`src/rtl/ym2149_regfile_x2.sv`:
```
// Dual YM2149/AY-3-8910 shadow register file with an oversampled AY bus-protocol engine.
// Bus handshake: an access is a level on {bdir,bc1}; once it has been stable for FILTER_LEN synchronised samples its action fires once on state entry.
module ym2149_regfile_x2 #(
  parameter int FILTER_LEN = 2
) (
  input  logic       clk,
  input  logic       reset,
  input  logic       bdir,
  input  logic       bc1,
  input  logic [1:0] a8,
  input  logic [7:0] d_in,
  output logic [7:0] d_out,
  output logic       d_oe,
  input  logic       rd_chip,
  input  logic [3:0] rd_addr,
  output logic [7:0] rd_data,
  output logic [1:0] env_restart,
  output logic [1:0] dbg_state
);

  typedef enum logic [1:0] {
    ST_IDLE  = 2'b00,
    ST_READ  = 2'b01,
    ST_WRITE = 2'b10,
    ST_LATCH = 2'b11
  } state_t;

  function automatic logic [7:0] mask_of(input logic [3:0] a);
    case (a)
      4'd1, 4'd3, 4'd5, 4'd13: mask_of = 8'h0F;
      4'd6, 4'd8, 4'd9, 4'd10: mask_of = 8'h1F;
      default:                 mask_of = 8'hFF;
    endcase
  endfunction

  logic [11:0] sync1_q, sync2_q;
  logic [1:0]  hist_q [3];
  state_t      state_q, state_d;
  logic [1:0]  env_q, env_d;
  logic        chip_q, chip_ok_q;
  logic [3:0]  addr_q [2];
  logic [1:0]  av_q;
  logic [7:0]  regs_q [2][16];

  logic [1:0]  mode_s;
  logic [1:0]  a8_s;
  logic [7:0]  d_s;
  logic        agree;
  logic        entry;
  logic        sel_ok;
  logic        sel_chip;
  logic        lat_en;
  logic        wr_en;

  assign mode_s   = sync2_q[11:10];
  assign a8_s     = sync2_q[9:8];
  assign d_s      = sync2_q[7:0];
  assign sel_ok   = a8_s[1] ^ a8_s[0];
  assign sel_chip = a8_s[1];

  // The current synchronised sample plus the previous FILTER_LEN-1 must all agree.
  always_comb begin
    agree = 1'b1;
    for (int i = 0; i < 3; i++) begin
      if (i < FILTER_LEN - 1 && hist_q[i] != mode_s) agree = 1'b0;
    end
  end

  always_comb begin
    state_d = state_q;
    lat_en  = 1'b0;
    wr_en   = 1'b0;
    env_d   = 2'b00;
    if (agree) state_d = state_t'(mode_s);
    entry = (state_d != state_q);
    if (entry && sel_ok) begin
      case (state_d)
        ST_LATCH: lat_en = 1'b1;
        ST_WRITE: begin
          if (av_q[sel_chip]) begin
            wr_en = 1'b1;
            if (addr_q[sel_chip] == 4'd13) env_d[sel_chip] = 1'b1;
          end
        end
        default: ;
      endcase
    end
  end

  always_ff @(posedge clk) begin
    if (reset) begin
      state_q <= ST_IDLE;
      env_q   <= 2'b00;
      sync1_q <= '0;
      sync2_q <= '0;
      for (int i = 0; i < 3; i++) hist_q[i] <= 2'b00;
    end else begin
      state_q <= state_d;
      env_q   <= env_d;
      sync1_q <= {bdir, bc1, a8, d_in};
      sync2_q <= sync1_q;
      hist_q[0] <= mode_s;
      for (int i = 1; i < 3; i++) hist_q[i] <= hist_q[i-1];
    end
  end

  always_ff @(posedge clk) begin
    if (reset) begin
      chip_q    <= 1'b0;
      chip_ok_q <= 1'b0;
      av_q      <= 2'b00;
      for (int c = 0; c < 2; c++) begin
        addr_q[c] <= 4'd0;
        for (int r = 0; r < 16; r++) regs_q[c][r] <= 8'h00;
      end
    end else begin
      if (entry) begin
        chip_q    <= sel_chip;
        chip_ok_q <= sel_ok;
      end
      // A non-zero upper nibble (e.g. the 0xFE/0xFF chip-select writes) drops the address.
      if (lat_en) begin
        if (d_s[7:4] == 4'h0) begin
          addr_q[sel_chip] <= d_s[3:0];
          av_q[sel_chip]   <= 1'b1;
        end else begin
          av_q[sel_chip] <= 1'b0;
        end
      end
      if (wr_en) regs_q[sel_chip][addr_q[sel_chip]] <= d_s & mask_of(addr_q[sel_chip]);
    end
  end

  assign d_oe        = (state_q == ST_READ) && chip_ok_q && av_q[chip_q];
  assign d_out       = d_oe ? regs_q[chip_q][addr_q[chip_q]] : 8'h00;
  assign rd_data     = regs_q[rd_chip][rd_addr];
  assign env_restart = env_q;
  assign dbg_state   = state_q;

endmodule
```
`config.mk`:
```
export PLATFORM = sky130hd
export DESIGN_NAME = ym2149_regfile_x2
export DESIGN_NICKNAME = d
export VERILOG_FILES = /design/src/rtl/ym2149_regfile_x2.sv
export SDC_FILE = /design/constraint.sdc
export NUM_CORES = 1
export LEC_CHECK = 0
export CAP_MARGIN = 20
export CORE_AREA = 2 2 234 190
export DETAILED_ROUTE_END_ITERATION = 8
export DIE_AREA = 0 0 236 192
export HOLD_SLACK_MARGIN = 0.06
export PLACE_DENSITY_LB_ADDON = 0.05
export SLEW_MARGIN = 10
export SYNTH_ARGS = -nofsm -noshare
export SYNTH_HDL_FRONTEND = slang
export SYNTH_SLANG_ARGS = --single-unit
```
`constraint.sdc`:
```
create_clock -name clk -period 3.52 [get_ports clk]
set_clock_uncertainty 0.05 [all_clocks]
set_input_delay 0.528 -clock clk [delete_from_list [all_inputs] [get_ports clk]]
set_output_delay 0.528 -clock clk [all_outputs]
set_load 0.01 [all_outputs]
```
==> results of run 1 <==
[logic make-up (layout without fill, tap and decap cells)]
| logic type | after synthesis | after routing | share of synthesized area [%] |
|---|---|---|---|
| DFF | 299 | 299 | 57.9 |
| muxes | 207 | 207 | 22.5 |
| AOI/OAI and AO/OA | 102 | 102 | 4.83 |
| xor gates and xnor gates | 4 | 4 | 0.235 |
| buffers and inverters | 93 | 228 | 2.79 |
| and+or+nand+nor | 308 | 308 | 11.4 |
| other | 1 | 3 | 0.0252 |
| adders and majority gates | 5 | 5 | 0.420 |
[stage by stage]
stage | area, um^2 | hold WS, ps | worst slack (ps)
after CTS | 17900 | 285 | 7.51
after detailed placement | 16600 | 374 | 2.40
final | 18000 | 296 | 13.6
after global placement | 16600 | 367 | 2.84
after floorplan | 14900 | 364 | 583
after global routing | 17900 | 298 | 2.58
[final cells by class]
type	instances	area share (%)
Sequential cell	299	48.1
Multi-Input combinational cell	627	33.5
Timing Repair Buffer	154	8.31
Clock buffer	46	5.22
Tap cell	560	3.90
Clock inverter	14	0.662
Inverter	14	0.293
Antenna cell	2	0.0279
[flip-flops by register name (all words and copies together) (netlist names), named ones only]
| name | count |
|---|---|
| dbg_state | 2 |
| hist_q | 2 |
| regs_q | 256 |
| env_restart | 2 |
| sync2_q | 12 |
| sync1_q | 12 |
| chip_q | 1 |
| addr_q | 8 |
| chip_ok_q | 1 |
[final timing paths]
check                       from            end  slack (ps)  depth (start not counted)
hold / removal             reset   hist_q[0][0]         300                          2
setup / recovery  regs_q[0][118]     rd_data[6]          10                          4
hold reg to reg       sync1_q[4]     sync2_q[4]         380                          1
setup reg to reg    addr_q[1][1]  regs_q[1][29]         360                          6
[power by group]
part / internal, mW / total (mW) / switching [mW]
clock network: 2.01 / 3.48 / 1.47
logic: 0.350 / 0.777 / 0.427
registers: 3.97 / 4.09 / 0.125
[synthesized netlist by cell type (2+ instances only)]
library cell,number
a21oi_1,5
and2_1,10
and4_1,2
o21bai_1,14
mux2i_1,95
buf_4,9
xor2_1,2
o22ai_1,44
o31ai_1,8
or3b_2,3
nor3_1,32
and2_0,2
a31oi_1,3
mux2_2,11
or2_2,4
o21ai_0,5
mux4_2,101
buf_2,21
nor3b_1,56
xnor2_1,2
nor2_1,81
clkbuf_1,40
buf_1,8
a211oi_2,2
nor2b_1,34
nor4_1,9
nand3_1,2
nand2_1,37
dfxtp_1,35
nand2b_1,23
or3_1,2
a211oi_1,13
nand3b_1,6
ha_1,5
inv_1,14
edfxtp_1,264
[repair_timing]
action / 4_1_cts / 5_1_grt
endpoints found under the setup margin: 8 / 5
setup buffers: 11 / 2
cloned: 2 / 0
hold endpoints to repair: 0 / 0
gates resized for setup: 26 / 6
pin swaps: 4 / 3
[metal layers]
layer  up-vias  part of all wire, %  wire [um]
li1       4230                    -          -
met1      5428                   46      27200
met2       610                   41      24600
met3        77                   11       6330
met4         0                  2.4       1460
met5         -                    0          0
==> run metrics, run 1 <==
Crit path top cell by count=mux4_2; Final period util=99.6%; grt ovf=0; syn avg cell area=14.6 um^2; flip-flop and latch area=8630 um^2; share of layout cells above drive strength 1=26.9%; clock sink total=299; # port buffers=39; die height=192 um; max-cap violation count=0; crit path max fanout=2; Routed WL per cell=34.7 um; GR Util All Layers=26.6%; multi-input logic area=6010 um^2; Via Count=10345; CP peak stage delay=560 ps; clk_lat worst skew=550 ps; Core Rows=68; worst-path cell chain=mux4_2, mux4_2, mux2_2, clkdlybuf4s50_1; global-route wire length before repair=81700 um; # fillers=3933; max_slew headroom=32.9%; pin count of the biggest net entering global routing=58; synth-to-layout area growth=20.4%; post-layout util=42.0%; leakage power=6.12 nW; DR pass1 iterations=5; Design Power=8.35 mW; Placed Instances=1638; Reg clk slew, reported paths=50 ps; Hold Path Class=input pin to flop; Mapped Cells=1019; hold_buf cts=0; run status=complete, no violations; root buf cell=clkbuf_16; fmax=285 MHz; CP arrival=2930 ps; chip width=236 um; met1 global-route usage=39.8%; Buf+Inv Stages, Crit Path=1; post-DP HPWL=42200 um; Layout Nets=1154; I/O Pins=40; synthesized area=14900 um^2; setup_tns=0 ps; Final ANT Viol Nets=0; Synthesis Warnings=0; layer with the highest usage=met1; Die Area=45300 um^2; kind of end point of the critical path=output pin; H-tree depth=2; Tmin final=3510 ps; highest-count cells in the layout ignoring fill and taps=edfxtp_1 (264), mux4_2 (101), buf_4 (97); Longest Clk Path Bufs=3; Slew Viols, Final=0; PD cells=465 nW/um^2; commonest non-fill, non-tap cell in the layout=edfxtp_1; Synthesized Nets=1043; grt met3 use=6.83%; vias in the first global route=9813; core area=42800 um^2; DR iter-0 viols=1418; async set-reset flop share out of synthesis=0%; Startpoint Class=flop; Final GP Congestion=0.892; cell accounting for the most synthesized area=edfxtp_1; CP max stage cell=edfxtp_1; Top delay family on crit path=multiplexers; Required @ worst endpoint=2940 ps; Fin. Hold Viols=0; worst slew pin tran=1000 ps; register area share after synthesis=57.9%; RSZ-0062 raised after global routing=no; DRC=0; post-synthesis register bit count=299; Yosys cell types=51; vias per cell=6.03; Total Wirelength=59600 um; Worst IR Drop VDD=0.000295 V; Final setup viols=0; initial antenna violation count=2; number of flops mapped to enable cells by yosys=264; met2 Usage GRT=37.9%; Main synth FF type=edfxtp_1; CTS tree=yes; main area contributors after synthesis=edfxtp_1 (53%), mux4_2 (15%), mux2i_1 (6.4%), dfxtp_1 (4.7%), nor3b_1 (2.8%); Setup CP Type=flop to output pin; Starting Density=34.8%; CTS Buf Count=34; fin cells=1716; Synth top area share=53.2%
Power figures use the tool's default switching activity.
==> run 2, diff against run 1 <==
Settings changed: CORE_AREA 2 2 234 190 to 2 2 172 258, CTS_CLUSTER_SIZE set to 16, DIE_AREA 0 0 236 192 to 0 0 174 260.
==> run 2 against run 1 <==
  * First-iteration DRC count down 22%
  * Count of clock-buffer cells in the layout fell by 15
  * Sequential share of layout area grew 0.20 points
  * Global-route usage is 2.1 points lower
  * Critical path type unchanged
  * Critical endpoint is now rd_data[1]
==> run metrics, run 2 (synthesis gave the netlist of run 1 again) <==
Die Area=45200 um^2 (was 45300 um^2); core area=42800 um^2 (about the same); Fin. Hold Viols=0 (unchanged); Placed Instances=1660 (was 1638); DR iter-0 viols=1104 (was 1418); post-DP HPWL=39100 um (was 42200 um); most flop-heavy register=regs_q (unchanged); max-cap violation count=0 (unchanged); Final period util=97.4% (was 99.6%); # fillers=4036 (was 3933); Final ANT Viol Nets=0 (unchanged); CTS tree=yes (unchanged); Total Wirelength=55400 um (was 59600 um); Startpoint Class=flop (unchanged); clk_lat worst skew=590 ps (was 550 ps); global-route wire length before repair=77500 um (was 81700 um); setup_tns=0 ps (unchanged); kind of end point of the critical path=output pin (unchanged); highest-count cells in the layout ignoring fill and taps=edfxtp_1 (264), mux4_2 (101), mux2i_1 (94) (was edfxtp_1 (264), mux4_2 (101), buf_4 (97)); CP arrival=2850 ps (was 2930 ps); Final setup viols=0 (unchanged); leakage power=6.05 nW (was 6.12 nW); worst slew pin tran=1050 ps (was 1000 ps); RSZ-0062 raised after global routing=no (unchanged); Longest Clk Path Bufs=3 (unchanged); Required @ worst endpoint=2940 ps (about the same); clock sink total=299 (unchanged); post-CTS setup buffers=0 (was 11); PD cells=470 nW/um^2 (was 465 nW/um^2); fmax=292 MHz (was 285 MHz); Reg clk slew, reported paths=60 ps (was 50 ps); Via Count=9994 (was 10345); run status=complete, no violations (unchanged); I/O Pins=40 (unchanged); Layout Nets=1147 (was 1154); vias in the first global route=10112 (was 9813); largest registers=regs_q: 256 flops, sync1_q: 12 flops, sync2_q: 12 flops (unchanged); pin count of the biggest net entering global routing=45 (was 58); Worst IR Drop VDD=0.000492 V (was 0.000295 V); CTS Buf Count=31 (was 34); Core Rows=93 (was 68); synth-to-layout area growth=19.9% (was 20.4%); Final GP Congestion=0.870 (was 0.892); Hold Path Class=flop to flop (was input pin to flop); share of layout cells above drive strength 1=26.4% (was 26.9%); max_slew headroom=29.4% (was 32.9%); crit path max fanout=2 (unchanged); hold_buf cts=0 (unchanged); DRC=0 (unchanged); die height=260 um (was 192 um); commonest non-fill, non-tap cell in the layout=edfxtp_1 (unchanged); n_diodes=0 (was 2); initial antenna violation count=1 (was 2); fin cells=1716 (unchanged); Slew Viols, Final=0 (unchanged); GR Util All Layers=24.5% (was 26.6%); chip width=174 um (was 236 um); Tmin final=3430 ps (was 3510 ps); # port buffers=39 (unchanged); H-tree depth=1 (was 2); DR pass1 iterations=5 (unchanged); Routed WL per cell=32.3 um (was 34.7 um); vias per cell=5.82 (was 6.03); Setup CP Type=flop to output pin (unchanged); grt ovf=0 (unchanged); Starting Density=34.8% (about the same); root buf cell=clkbuf_16 (unchanged); max reg flops=256 (unchanged)
## run 2: changes by cell type in the layout (fill, tap and decap cells not counted), moves of 4 or more
cell | before | now
a211oi_1 | 6 | 12
clkbuf_1 | 9 | 0
dlymetal6s2s_1 | 4 | 0
clkbuf_16 | 35 | 31
clkinv_4 | 0 | 6
a211oi_2 | 9 | 3
buf_12 | 14 | 21
buf_4 | 97 | 91
bufinv_16 | 2 | 6
## run 2: repair_timing
item,CTS,global route
pin swaps,4,1
gates resized for setup,18,2
setup endpoints to repair,8,2
cloned,0,0
## run 2: cell type report
| cell class | instances | area (um^2) | share of cell area [%] |
|---|---|---|---|
| repair buffers | 150 | 1460 | 8.18 |
| flip-flops and latches | 299 | 8630 | 48.3 |
| clock inverters | 25 | 310 | 1.74 |
| multi-input cells | 627 | 5930 | 33.2 |
| well taps | 570 | 713 | 3.99 |
| inverters | 14 | 52.6 | 0.294 |
| clock buffers | 31 | 776 | 4.34 |
## run 2: routing by layer
metal | global-route usage (%) | wire length (um) | vias to the layer above
li1 | - | - | 4204
met1 | 30.8 | 21900 | 5236
met2 | 43.3 | 28100 | 448
met3 | 2.88 | 3160 | 104
met4 | 9.45 | 2250 | 2
met5 | 0 | 13 | -
## run 2: worst paths after layout
check / cells past startpoint / startpoint / slack, ps / endpoint
setup / recovery: 4 / regs_q[0][81] / 90 / rd_data[1]
hold reg to reg: 1 / sync1_q[3] / 380 / sync2_q[3]
setup reg to reg: 6 / sync2_q[9] / 520 / regs_q[1][3]
hold / removal: 1 / sync1_q[3] / 380 / sync2_q[3]
## run 2: power breakdown
group          internal (mW)  total [mW]  switching, mW
combinational          0.363       0.774          0.411
clock                   2.06        3.55           1.49
sequential              3.97        4.07          0.107
total                   6.39        8.40           2.01
## run 2: metrics by stage
stage	instance area [um^2]	setup slack (ps)	hold slack (ps)	total power [mW]	utilization, %
after detailed placement	16800	73.6	372	4.92	39.1
after floorplan	14900	583	364	4.53	-
after global routing	17900	6.10	399	8.63	41.7
after global placement	16800	52.1	366	4.93	39.1
final	17900	91.6	383	8.40	41.7
after CTS	17900	14.0	387	8.46	41.7
## run 2: worst max-delay path, stage by stage, from the launching register on
cell             delay (ps)
edfxtp_1                440
mux4_2                  520
mux4_2                  470
mux2_2                  310
clkdlybuf4s50_1         540
==> run 3, diff against run 2 <==
Settings changed: SLEW_MARGIN 10 to unset.
==> results of run 3 <==
Final layout, timing and power as in run 2 (identical DEF).
